===== src/rtl/move_link_pkg.sv =====
// Shared definitions for the inter-board move link: baud constants, receiver
// state encoding and the 2-of-3 vote helper used by the oversampling receiver.
package move_link_pkg;

  localparam int unsigned CLK_HZ        = 65_000_000;
  localparam int unsigned BAUD_RATE     = 9600;
  localparam int unsigned SAMP_PER_BIT  = 16;
  localparam int unsigned CLK_PER_SAMP  = CLK_HZ / BAUD_RATE / SAMP_PER_BIT;
  localparam int unsigned PKT_LEN       = 8;
  localparam int unsigned WAITING_COUNT = 65_000;

  // Oversample phases around the bit centre that feed the majority vote.
  localparam int unsigned VOTE_PHASE_LO  = 7;
  localparam int unsigned VOTE_PHASE_MID = 8;
  localparam int unsigned VOTE_PHASE_HI  = 9;

  typedef enum logic [2:0] {
    WAIT_IDLE,
    IDLE,
    START,
    DATA,
    STOP
  } rx_state_e;

  function automatic logic majority3(input logic a, input logic b, input logic c);
    return (a & b) | (a & c) | (b & c);
  endfunction

endpackage


===== src/rtl/samp_tick_gen.sv =====
// Oversample tick generator: one-cycle tick every CLK_PER_SAMP clocks,
// realigned by 'clear' so ticks are phase-locked to the detected start edge.
module samp_tick_gen #(
  parameter int unsigned CLK_PER_SAMP = 423
) (
  input  logic clk,
  input  logic reset,
  input  logic clear,
  output logic tick
);

  localparam int unsigned CW = (CLK_PER_SAMP > 1) ? $clog2(CLK_PER_SAMP) : 1;
  localparam logic [CW-1:0] TERM = CW'(CLK_PER_SAMP - 1);

  logic [CW-1:0] cnt_q, cnt_d;

  always_comb begin
    cnt_d = cnt_q + CW'(1);
    if (clear || (cnt_q == TERM)) begin
      cnt_d = '0;
    end
  end

  // 'reset' is active-low, matching the rest of the receiver.
  always_ff @(posedge clk or negedge reset) begin
    if (!reset) begin
      cnt_q <= '0;
    end else begin
      cnt_q <= cnt_d;
    end
  end

  assign tick = (cnt_q == TERM) && !clear;

endmodule


===== src/rtl/move_uart_rx.sv =====
// Move-link serial receiver: 16x oversampled, 2-of-3 voted UART frame decoder
// with an idle guard after reset or a framing error.
module move_uart_rx #(
  parameter int unsigned CLK_PER_SAMP  = move_link_pkg::CLK_PER_SAMP,
  parameter int unsigned SAMP_PER_BIT  = move_link_pkg::SAMP_PER_BIT,
  parameter int unsigned PKT_LEN       = move_link_pkg::PKT_LEN,
  parameter int unsigned WAITING_COUNT = move_link_pkg::WAITING_COUNT
) (
  input  logic               clk_in,
  input  logic               rst_n_in,
  input  logic               rx,
  output logic               ready,
  output logic [PKT_LEN-1:0] data_out,
  output logic               frame_err
);

  import move_link_pkg::*;

  localparam int unsigned PW = (SAMP_PER_BIT > 1) ? $clog2(SAMP_PER_BIT) : 1;
  localparam int unsigned BW = $clog2(PKT_LEN + 2);
  localparam int unsigned IW = $clog2(WAITING_COUNT + 1);

  localparam logic [PW-1:0] LAST_PHASE = PW'(SAMP_PER_BIT - 1);
  localparam logic [PW-1:0] PH_LO      = PW'(VOTE_PHASE_LO);
  localparam logic [PW-1:0] PH_MID     = PW'(VOTE_PHASE_MID);
  localparam logic [PW-1:0] PH_HI      = PW'(VOTE_PHASE_HI);
  localparam logic [BW-1:0] LAST_DATA  = BW'(PKT_LEN);
  localparam logic [IW-1:0] GUARD_LAST = IW'(WAITING_COUNT - 1);

  logic               sync1_q, rxs_q;
  rx_state_e          state_q, state_d;
  logic [IW-1:0]      idle_cnt_q, idle_cnt_d;
  logic [PW-1:0]      phase_q, phase_d;
  logic [BW-1:0]      bit_idx_q, bit_idx_d;
  logic               samp_lo_q, samp_lo_d;
  logic               samp_mid_q, samp_mid_d;
  logic [PKT_LEN-1:0] shift_q, shift_d;
  logic [PKT_LEN-1:0] data_q, data_d;
  logic               ready_q, ready_d;
  logic               ferr_q, ferr_d;
  logic               tick, clear_tick, vote, mid_bit;

  samp_tick_gen #(
    .CLK_PER_SAMP(CLK_PER_SAMP)
  ) u_tick (
    .clk  (clk_in),
    .reset(rst_n_in),
    .clear(clear_tick),
    .tick (tick)
  );

  always_ff @(posedge clk_in or negedge rst_n_in) begin
    if (!rst_n_in) begin
      sync1_q <= 1'b1;
      rxs_q   <= 1'b1;
    end else begin
      sync1_q <= rx;
      rxs_q   <= sync1_q;
    end
  end

  always_comb begin
    state_d    = state_q;
    idle_cnt_d = idle_cnt_q;
    phase_d    = phase_q;
    bit_idx_d  = bit_idx_q;
    samp_lo_d  = samp_lo_q;
    samp_mid_d = samp_mid_q;
    shift_d    = shift_q;
    data_d     = data_q;
    ready_d    = 1'b0;
    ferr_d     = 1'b0;
    clear_tick = 1'b0;
    vote       = majority3(samp_lo_q, samp_mid_q, rxs_q);
    mid_bit    = tick && (phase_q == PH_HI);

    if (tick) begin
      if (phase_q == LAST_PHASE) begin
        phase_d   = '0;
        bit_idx_d = bit_idx_q + BW'(1);
      end else begin
        phase_d = phase_q + PW'(1);
      end
      if (phase_q == PH_LO) begin
        samp_lo_d = rxs_q;
      end
      if (phase_q == PH_MID) begin
        samp_mid_d = rxs_q;
      end
    end

    unique case (state_q)
      WAIT_IDLE: begin
        if (!rxs_q) begin
          idle_cnt_d = '0;
        end else if (idle_cnt_q == GUARD_LAST) begin
          idle_cnt_d = '0;
          state_d    = IDLE;
        end else begin
          idle_cnt_d = idle_cnt_q + IW'(1);
        end
      end
      IDLE: begin
        if (!rxs_q) begin
          state_d    = START;
          clear_tick = 1'b1;
          phase_d    = '0;
          bit_idx_d  = '0;
        end
      end
      START: begin
        if (mid_bit) begin
          state_d = vote ? IDLE : DATA;
        end
      end
      DATA: begin
        if (mid_bit) begin
          shift_d = {vote, shift_q[PKT_LEN-1:1]};
          if (bit_idx_q == LAST_DATA) begin
            state_d = STOP;
          end
        end
      end
      STOP: begin
        // Leaving at the stop-bit centre leaves half a bit to catch the next start edge.
        if (mid_bit) begin
          if (vote) begin
            data_d  = shift_q;
            ready_d = 1'b1;
            state_d = IDLE;
          end else begin
            ferr_d  = 1'b1;
            state_d = WAIT_IDLE;
          end
        end
      end
      default: begin
        state_d = WAIT_IDLE;
      end
    endcase
  end

  always_ff @(posedge clk_in or negedge rst_n_in) begin
    if (!rst_n_in) begin
      state_q    <= WAIT_IDLE;
      idle_cnt_q <= '0;
      phase_q    <= '0;
      bit_idx_q  <= '0;
      samp_lo_q  <= 1'b1;
      samp_mid_q <= 1'b1;
      shift_q    <= '0;
      data_q     <= '0;
      ready_q    <= 1'b0;
      ferr_q     <= 1'b0;
    end else begin
      state_q    <= state_d;
      idle_cnt_q <= idle_cnt_d;
      phase_q    <= phase_d;
      bit_idx_q  <= bit_idx_d;
      samp_lo_q  <= samp_lo_d;
      samp_mid_q <= samp_mid_d;
      shift_q    <= shift_d;
      data_q     <= data_d;
      ready_q    <= ready_d;
      ferr_q     <= ferr_d;
    end
  end

  assign ready     = ready_q;
  assign frame_err = ferr_q;
  assign data_out  = data_q;

endmodule

===== config.mk =====
export PLATFORM = sky130hd
export DESIGN_NAME = move_uart_rx
export DESIGN_NICKNAME = d
export VERILOG_FILES = /design/src/rtl/move_link_pkg.sv /design/src/rtl/samp_tick_gen.sv /design/src/rtl/move_uart_rx.sv
export SDC_FILE = /design/constraint.sdc
export NUM_CORES = 1
export LEC_CHECK = 0
export ABC_AREA = 1
export BUFFER_PORTS_ARGS = -buffer_cell sky130_fd_sc_hd__buf_2
export CORE_ASPECT_RATIO = 0.7
export CORE_UTILIZATION = 60
export CTS_BUF_LIST = sky130_fd_sc_hd__clkbuf_8
export CTS_CLUSTER_DIAMETER = 50
export CTS_CLUSTER_SIZE = 20
export DETAILED_ROUTE_END_ITERATION = 12
export PLACE_DENSITY = 0.78
export SLEW_MARGIN = 25
export SYNTH_ARGS = -nofsm -noshare
export SYNTH_HDL_FRONTEND = slang
export SYNTH_HIERARCHICAL = 1
export SYNTH_SLANG_ARGS = --single-unit

===== constraint.sdc =====
create_clock -name clk_in -period 2.7 [get_ports clk_in]
set_clock_uncertainty 0.15 [all_clocks]
set_input_delay 0.405 -clock clk_in [delete_from_list [all_inputs] [get_ports clk_in]]
set_output_delay 0.405 -clock clk_in [all_outputs]
set_load 0.01 [all_outputs]

==> out/metrics.yaml, run 1 <==
status: "complete, no violations"
areaGrowthSynthToFinish_pct: 12.3
rrSetupSlack_ns: 0.39
synth-edff-count: 0
cts_buffers: 9
antenna_left: 0
nets: 418
wl_mm: 5.73
core-area_um2: 4830
hold_path.class: "reg -> reg"
cp.required_ns: 2.77
synth.avg_cell_area_um2: 7.89
syn_nets: 396
power_leakage_uw: 0.00160
drc: 0
diodes: 0
dr_total_vias: 2414
grt_pass1_vias: 2057
syn-instance-count: 385
cts.sinks: 58
end_kind: "flip-flop"
die_x_um: 87.0
p_per_area_nw_per_um2: 527
slew_violations: 0
ys_ff_latch: 58
firstDrtPassIters: 4
wl_per_cell_um: 11.9
synthFlopType: "dfrtp_1"
clockBufferDepth: 2
dp_hpwl_mm: 4.04
period_share: 0.854
routed_via_density: 5.02
start_util: 0.628
final.min_clock_period_ns: 2.31
cap_violations: 0
crit_fanout: 16
rows: 21
start_kind: "flip-flop"
final_util: 0.705
setup_viol: 0
fillers: 378
io_pins: 13
ys_types: 27
chipHeight_um: 61.5
multiInputGateArea_um2: 1350
fin_setup_tns_ns: 0
tritoncts: "done"
cts_root_buffer: "clkbuf_8"
drt_iter0_drc: 152
hold_violations: 0
final_common_cell: "nand2_1"
mostFrequentLayoutCells: "nand2_1 (113), dfrtp_1 (54), inv_1 (48)"
die_area_um2: 5350
tightest_slew_ns: 0.583
fmax_ghz: 0.434
rsz0062_at_grt: "false"
clock_latency_ns: 0.34
ys_seq_area_frac: 0.480
overflow: 0
portBuffers: 12
layout-drive-gt1-share: 0.150
async_flop_share: 1.00
max_slew_margin: 0.612
antenna_found_initial: 0
clk_pin_slew_ns: 0.07
syn_area_um2: 3040
arrival_ns: 2.38
track_usage: 0.242
grt_start_max_net_pins: 34
regArea_um2: 1460
gp_congestion: 0.855
vdd_drop_max_v: 0.000350
worstSetupPathType: "reg -> reg"
htreeDepth: 3
grt_pass1_wl_mm: 9.45
ys_warn_count: 6
-- through the flow --
stage	worst slack [ns]	hold WS (ns)	total power, µW	cells	instance area (µm²)
CTS	0.277	0.213	1820	481	3410
finish	0.393	0.213	1800	481	3410
floorplan	0.577	-0.0406	909	385	3040
detailed placement	0.281	0.204	934	463	3170
global route	0.0882	0.221	1870	481	3410
global placement	0.422	0.198	933	463	3170
-- layer usage --
metal  global-route usage  vias to the layer above  part of all wire
met1                0.340                     1074              0.51
met3               0.0885                       12             0.058
met2                0.350                       70              0.42
met4               0.0810                        0             0.012
met5                    0                        -                 0
li1                     -                     1258                 -
-- critical path, cell delays in order (launching register included) --
cell and delay [ns]:
dfrtp_1 0.41, inv_1 0.10, ha_1 0.15, nand2_1 0.05, nor2_1 0.12, nand2_1 0.11, nor2_2 0.25, nand2_2 0.10
nor2_4 0.14, inv_2 0.05, nor2_2 0.09, nand2_2 0.23, nand2_1 0.16, o21ai_2 0.06
-- cells by family after synthesis --
| kind of cell | share of synthesized area |
|---|---|
| compound gates | 0.0948 |
| xor+xnor | 0.0346 |
| fa+ha+maj | 0.0330 |
| buf+inv | 0.0775 |
| flops | 0.480 |
| simple gates | 0.281 |
-- layout make-up --
type / count / share of cell area
Clock inverter: 6 / 0.0235
Multi-Input combinational cell: 269 / 0.395
Sequential cell: 58 / 0.427
Clock buffer: 10 / 0.0404
Timing Repair Buffer: 15 / 0.0293
Inverter: 54 / 0.0594
Tap cell: 69 / 0.0253
-- what timing repair did --
item | in CTS | in global routing
endpoints found under the hold margin | 22 | 0
setup buffers | 0 | 0
setup endpoints to repair | 0 | 8
hold buffers | 2 | 0
resized for setup | 0 | 1
-- cell usage after synthesis, drive strengths merged (2+ instances only) --
| cell type | n | share of area |
|---|---|---|
| xnor2 | 2 | 0.0058 |
| buf | 4 | 0.011 |
| nor2 | 46 | 0.066 |
| ha | 8 | 0.033 |
| o21ai | 36 | 0.068 |
| o22ai | 4 | 0.010 |
| nand2 | 119 | 0.15 |
| nand4 | 7 | 0.014 |
| xor2 | 10 | 0.029 |
| dfstp | 4 | 0.035 |
| nand3 | 24 | 0.041 |
| nor3 | 3 | 0.0049 |
| a21oi | 7 | 0.012 |
| inv | 54 | 0.067 |
| dfrtp | 54 | 0.44 |
-- registers in the layout, summed over array words and instances (netlist names) --
register and count:
samp_mid_q 1, shift_q 8, state_q 3, sync1_q 1, rxs_q 1, phase_q 4, bit_idx_q 4, ready 1
data_out 8, u_tick/cnt_q 9, idle_cnt_q 16, samp_lo_q 1, frame_err 1
-- path summary, 6_finish.rpt --
check,start,to,cells past startpoint
min in group asynchronous,rst_n_in,idle_cnt_q[7]$_DFFE_PN0N_,2
max in group asynchronous,rst_n_in,shift_q[6]$_DFFE_PN0P_,3
hold / removal,sync1_q$_DFF_PN1_,rxs_q$_DFF_PN1_,0
setup reg to reg,u_tick/cnt_q[0]$_DFF_PN0_,data_out[2]$_DFFE_PN0P_,13
hold reg to reg,sync1_q$_DFF_PN1_,rxs_q$_DFF_PN1_,0
setup / recovery,u_tick/cnt_q[0]$_DFF_PN0_,data_out[2]$_DFFE_PN0P_,13
-- power breakdown --
group	switching [µW]	internal, µW
sequential	5.93	876
clock	342	538
combinational	25.9	11.1
Note: power is estimated with default switching activity, not from simulation.
==> run 2: changes to the inputs <==
CELL_PAD_IN_SITES_DETAIL_PLACEMENT = 1   (was default)
CELL_PAD_IN_SITES_GLOBAL_PLACEMENT = 1   (was default)
CORE_UTILIZATION = 48   (was 60)
HOLD_SLACK_MARGIN = 0.06   (was default)
PLACE_DENSITY = default   (was 0.78)
PLACE_DENSITY_LB_ADDON = 0.1   (was default)
==> out/metrics.yaml, run 2 (synthesis gave the netlist of run 1 again) <==
fmax_ghz: 0.416  # was 0.434 GHz
die_area_um2: 6650  # was 5350 µm²
track_usage: 0.254  # was 0.242
fin_setup_tns_ns: 0  # unchanged
grt_pass1_vias: 2645  # was 2057
clock_latency_ns: 0.33  # was 0.34 ns
power.total_uw: 1800  # about the same
antenna_found_initial: 0  # unchanged
largest-register: "idle_cnt_q"  # unchanged
period_share: 0.891  # was 0.854
drc: 0  # unchanged
rsz0062_at_grt: "false"  # unchanged
drt_iter0_drc: 115  # was 152
crit_fanout: 6  # was 16
mostFrequentLayoutCells: "nand2_1 (113), dfrtp_1 (54), inv_1 (48)"  # unchanged
areaGrowthSynthToFinish_pct: 13.2  # was 12.3%
start_util: 0.515  # was 0.628
io_pins: 13  # unchanged
hold_slack_ns: 0.219  # was 0.213 ns
die_x_um: 97.1  # was 87.0 µm
multiInputGateArea_um2: 1350  # about the same
final_common_cell: "nand2_1"  # unchanged
antenna_left: 0  # unchanged
slew_violations: 0  # unchanged
nets: 420  # was 418
grt_start_max_net_pins: 33  # was 34
largest_registers: "idle_cnt_q x16, u_tick/cnt_q x9"  # unchanged
final_cell_area_um2: 3440  # was 3410 µm²
cts_root_buffer: "clkbuf_8"  # unchanged
final.min_clock_period_ns: 2.40  # was 2.31 ns
cpPeakStageDelay_ns: 0.42  # was 0.41 ns
cts.sinks: 58  # unchanged
wl_mm: 7.47  # was 5.73 mm
tritoncts: "done"  # unchanged
chipHeight_um: 68.5  # was 61.5 µm
portBuffers: 12  # unchanged
setup_viol: 0  # unchanged
overflow: 0  # unchanged
arrival_ns: 2.51  # was 2.38 ns
layout-drive-gt1-share: 0.152  # was 0.150
dr_total_vias: 2557  # was 2414
clk_pin_slew_ns: 0.07  # about the same
cpMostUsedCell: "nand2_1"  # unchanged
postCtsHoldBufs: 2  # unchanged
regArea_um2: 1460  # unchanged
routed_via_density: 5.23  # was 5.02
start_kind: "flip-flop"  # unchanged
wl_per_cell_um: 15.3  # was 11.9 µm
cts_buffers: 9  # unchanged
place_area_um2: 3190  # was 3170 µm²
firstDrtPassIters: 4  # unchanged
largest_reg_flops: 16  # unchanged
gp_congestion: 0.783  # was 0.855
fillers: 743  # was 378
cap_violations: 0  # unchanged
hold_path.class: "reg -> reg"  # unchanged
dp_hpwl_mm: 5.39  # was 4.04 mm
worstSetupPathType: "reg -> reg"  # unchanged
vdd_drop_max_v: 0.000276  # was 0.000350 V
place_ws_ns: 0.376  # was 0.281 ns
p_per_area_nw_per_um2: 524  # was 527 nW/µm²
clockBufferDepth: 2  # unchanged
htreeDepth: 3  # unchanged
cts_resized: 0  # unchanged
rrSetupSlack_ns: 0.30  # was 0.39 ns
fin_ws_ns: 0.295  # was 0.393 ns
cp.required_ns: 2.81  # was 2.77 ns
diodes: 0  # unchanged
power_leakage_uw: 0.00161  # was 0.00160 µW
slowest_stage: "dfrtp_1"  # unchanged
post_cts_buffers: 0  # unchanged
max_slew_margin: 0.572  # was 0.612
core-area_um2: 5900  # was 4830 µm²
rows: 23  # was 21
grt_pass1_wl_mm: 12.8  # was 9.45 mm
tightest_slew_ns: 0.642  # was 0.583 ns
status: "complete, no violations"  # unchanged
hold_violations: 0  # unchanged
end_kind: "flip-flop"  # unchanged
crit_chain: "inv_1 > ha_1 > nand2_1 > nor2_1 > nand2_1 > nor2_1 > buf_4 > nand3_1 > nor2_2 > nand2_1 > or2_0 > a21oi_1"  # was inv_1 > ha_1 > nand2_1 > nor2_1 > nand2_1 > nor2_2 > nand2_2 > nor2_4 > inv_2 > nor2_2 > nand2_2 > nand2_1 > o21ai_2
[run 2: cell count changes in the layout (fill, tap and decap cells not counted), sizes merged]
cell	change
clkinvlp	+2
buf	+2
clkbuf	+3
bufinv	-1
clkinv	-4
[run 2: metal layers]
| layer | wire [µm] | part of all wire | track usage | vias to the layer above |
|---|---|---|---|---|
| li1 | - | - | - | 1259 |
| met1 | 3580 | 0.48 | 0.313 | 1259 |
| met2 | 3610 | 0.48 | 0.452 | 34 |
| met3 | 240 | 0.032 | 0.0635 | 5 |
| met4 | 41 | 0.0055 | 0.0746 | 0 |
| met5 | 0 | 0 | 0 | - |
[run 2: worst max-delay path, delay by kind of cell, from the launching register on]
kind                     cells  cell delay [ns]
adder cells (fa/ha/maj)      1             0.16
flip-flops                   1             0.42
buffers and inverters        2             0.31
AO/OA/AOI/OAI                1             0.14
AND/OR/NAND/NOR              8             1.13
[run 2: cell type report]
cell class | instances | area share
flip-flops and latches | 58 | 0.424
well taps | 75 | 0.0273
clock buffers | 13 | 0.0521
inverters | 54 | 0.0590
clock inverters | 3 | 0.0131
multi-input cells | 269 | 0.391
repair buffers | 17 | 0.0335
[run 2: worst paths after layout]
| path | from | to | depth (start not counted) |
|---|---|---|---|
| worst min register to register | sync1_q$_DFF_PN1_ | rxs_q$_DFF_PN1_ | 0 |
| worst max-delay path | u_tick/cnt_q[0]$_DFF_PN0_ | bit_idx_q[3]$_DFF_PN0_ | 12 |
| worst min-delay path | sync1_q$_DFF_PN1_ | rxs_q$_DFF_PN1_ | 0 |
| min in group asynchronous | rst_n_in | u_tick/cnt_q[4]$_DFF_PN0_ | 2 |
| max in group asynchronous | rst_n_in | rxs_q$_DFF_PN1_ | 3 |
| worst max register to register | u_tick/cnt_q[0]$_DFF_PN0_ | bit_idx_q[3]$_DFF_PN0_ | 12 |
[run 2: power breakdown]
part	switching, µW	internal [µW]
clock	353	527
sequential	6.70	875
combinational	27.9	11.3
total	387	1410
[run 2: metrics by stage]
| step | util | cells |
|---|---|---|
| 2_1_floorplan | - | 385 |
| 3_3_place_gp | 0.541 | 471 |
| 3_5_place_dp | 0.541 | 471 |
| 4_1_cts | 0.583 | 489 |
| 5_1_grt | 0.583 | 489 |
| 6_report | 0.583 | 489 |
==> run 3: changes to the inputs <==
RECOVER_POWER = 100   (was default)
==> out/metrics.yaml, run 3 (synthesis gave the netlist of run 1 again) <==
dr_total_vias: 2562  # was 2557
final_common_cell: "nand2_1"  # unchanged
fin_setup_tns_ns: 0  # unchanged
final.min_clock_period_ns: 2.45  # was 2.40 ns
cp.required_ns: 2.81  # about the same
grt_start_max_net_pins: 33  # unchanged
power_leakage_uw: 0.00155  # was 0.00161 µW
gp_congestion: 0.783  # unchanged
rows: 23  # unchanged
critPathLaunch: "u_tick/cnt_q[0]$_DFF_PN0_"  # unchanged
mostFrequentLayoutCells: "nand2_1 (116), dfrtp_1 (54), inv_1 (49)"  # was nand2_1 (113), dfrtp_1 (54), inv_1 (48)
wl_met1_mm: 3.67  # was 3.58 mm
largest-register: "idle_cnt_q"  # unchanged
cp-endpoint: "bit_idx_q[3]$_DFF_PN0_"  # unchanged
antenna_left: 0  # unchanged
post_cts_buffers: 0  # unchanged
tritoncts: "done"  # unchanged
arrival_ns: 2.56  # was 2.51 ns
internal-power_uw: 1410  # about the same
cts.sinks: 58  # unchanged
power_frac_seq: 0.489  # was 0.490
tightest_slew_ns: 1.56  # was 0.642 ns
crit_fanout: 6  # unchanged
clockBufferDepth: 2  # unchanged
status: "finished, violations left"  # was complete, no violations
htreeDepth: 3  # unchanged
clockPowerShare: 0.490  # was 0.488
start_kind: "flip-flop"  # unchanged
antenna_found_initial: 0  # unchanged
power.total_uw: 1800  # about the same
die_area_um2: 6650  # unchanged
rsz0062_at_grt: "false"  # unchanged
r2r_cells: 12  # unchanged
slew_violations: 27  # was 0
hold_path.class: "reg -> reg"  # unchanged
cts_buffers: 9  # unchanged
cts_root_buffer: "clkbuf_8"  # unchanged
nets: 420  # unchanged
clock_latency_ns: 0.34  # was 0.33 ns
final_util: 0.573  # was 0.583
largest_registers: "idle_cnt_q x16, u_tick/cnt_q x9"  # unchanged
grt_pass1_wl_mm: 12.8  # unchanged
chipHeight_um: 68.5  # unchanged
die_x_um: 97.1  # unchanged
violations: "capacitance limit, slew limit"
grt_pass1_vias: 2645  # unchanged
route.met3.wl_um: 257  # was 240 µm
io_pins: 13  # unchanged
routed_via_density: 5.24  # was 5.23
firstDrtPassIters: 4  # unchanged
hold_violations: 0  # unchanged
core-area_um2: 5900  # unchanged
diodes: 0  # unchanged
dr.max_layer_used: "met4"  # unchanged
start_util: 0.515  # unchanged
layout-drive-gt1-share: 0.0918  # was 0.152
cap_violations: 1  # was 0
setup_viol: 0  # unchanged
wl_mm: 7.54  # was 7.47 mm
drc: 0  # unchanged
r2r-start: "u_tick/cnt_q[0]$_DFF_PN0_"  # unchanged
track_usage: 0.254  # unchanged
fmax_ghz: 0.408  # was 0.416 GHz
end_kind: "flip-flop"  # unchanged
p_per_area_nw_per_um2: 534  # was 524 nW/µm²
regToRegEndpoint: "bit_idx_q[3]$_DFF_PN0_"  # unchanged
max_slew_margin: -0.0417  # was 0.572
swShare: 0.217  # was 0.215
areaGrowthSynthToFinish_pct: 11.2  # was 13.2%
period_share: 0.908  # was 0.891
portBuffers: 12  # unchanged
vdd_drop_max_v: 0.000275  # was 0.000276 V
worstSetupPathType: "reg -> reg"  # unchanged
clk_pin_slew_ns: 0.07  # about the same
power_frac_comb: 0.022  # about the same
overflow: 0  # unchanged
dp_hpwl_mm: 5.39  # unchanged
drt_iter0_drc: 137  # was 115
largest_reg_flops: 16  # unchanged
p_sw_uw: 391  # was 387 µW
rrSetupSlack_ns: 0.25  # was 0.30 ns
wl_per_cell_um: 15.4  # was 15.3 µm
dr_wl_met2_mm: 3.58  # was 3.61 mm
run 3: through the flow:
stage / hold slack [ns] / instance area, µm² / worst slack, ns / std cells
floorplan: -0.0406 / 3040 / 0.577 / 385
finish: 0.225 / 3380 / 0.250 / 489
CTS: 0.216 / 3440 / 0.286 / 489
detailed placement: 0.205 / 3190 / 0.376 / 471
global placement: 0.197 / 3190 / 0.499 / 471
global route: 0.217 / 3380 / 0.0664 / 489
run 3: worst min-delay path by stage:
stage                            startpoint                     end  cells past startpoint
final                     sync1_q$_DFF_PN1_         rxs_q$_DFF_PN1_                      0
after global routing      sync1_q$_DFF_PN1_         rxs_q$_DFF_PN1_                      0
after CTS                 sync1_q$_DFF_PN1_         rxs_q$_DFF_PN1_                      0
after detailed placement  sync1_q$_DFF_PN1_         rxs_q$_DFF_PN1_                      0
after global placement    sync1_q$_DFF_PN1_         rxs_q$_DFF_PN1_                      0
after floorplan                    rst_n_in  bit_idx_q[0]$_DFF_PN0_                      0
run 3: routing by layer:
| metal | global-route usage | up-vias |
|---|---|---|
| met5 | 0 | - |
| met4 | 0.0746 | 0 |
| met3 | 0.0635 | 5 |
| met2 | 0.452 | 41 |
| met1 | 0.313 | 1256 |
| li1 | - | 1260 |
run 3: timing repair:
item / CTS / global route
resized for setup: 0 / 0
endpoints found under the hold margin: 27 / 0
hold buffers: 2 / 0
run 3: final cells by class:
class | count | area, µm²
inverter | 54 | 203
multi-input combinational | 269 | 1300
fill | 744 | 2520
clock inverter | 3 | 45.0
sequential | 58 | 1460
timing repair buffer | 17 | 97.6
clock buffer | 13 | 179
tap | 75 | 93.8
run 3: power groups by stage:
stage	clock, µW	combinational (µW)	sequential [µW]
2_1_floorplan	0	13.4	896
3_3_place_gp	0	38.0	897
3_5_place_dp	0	39.1	898
4_1_cts	895	41.6	882
5_1_grt	933	45.5	882
6_report	883	39.0	882
run 3: critical path: stages (launching register included):
cell,delay (ns)
dfrtp_1,0.43
inv_1,0.13
ha_1,0.16
nand2_1,0.05
nor2_1,0.11
nand2_1,0.10
nor2_1,0.23
buf_4,0.20
nand3_1,0.15
nor2_1,0.22
nand2_1,0.10
or2_0,0.21
a21oi_1,0.14
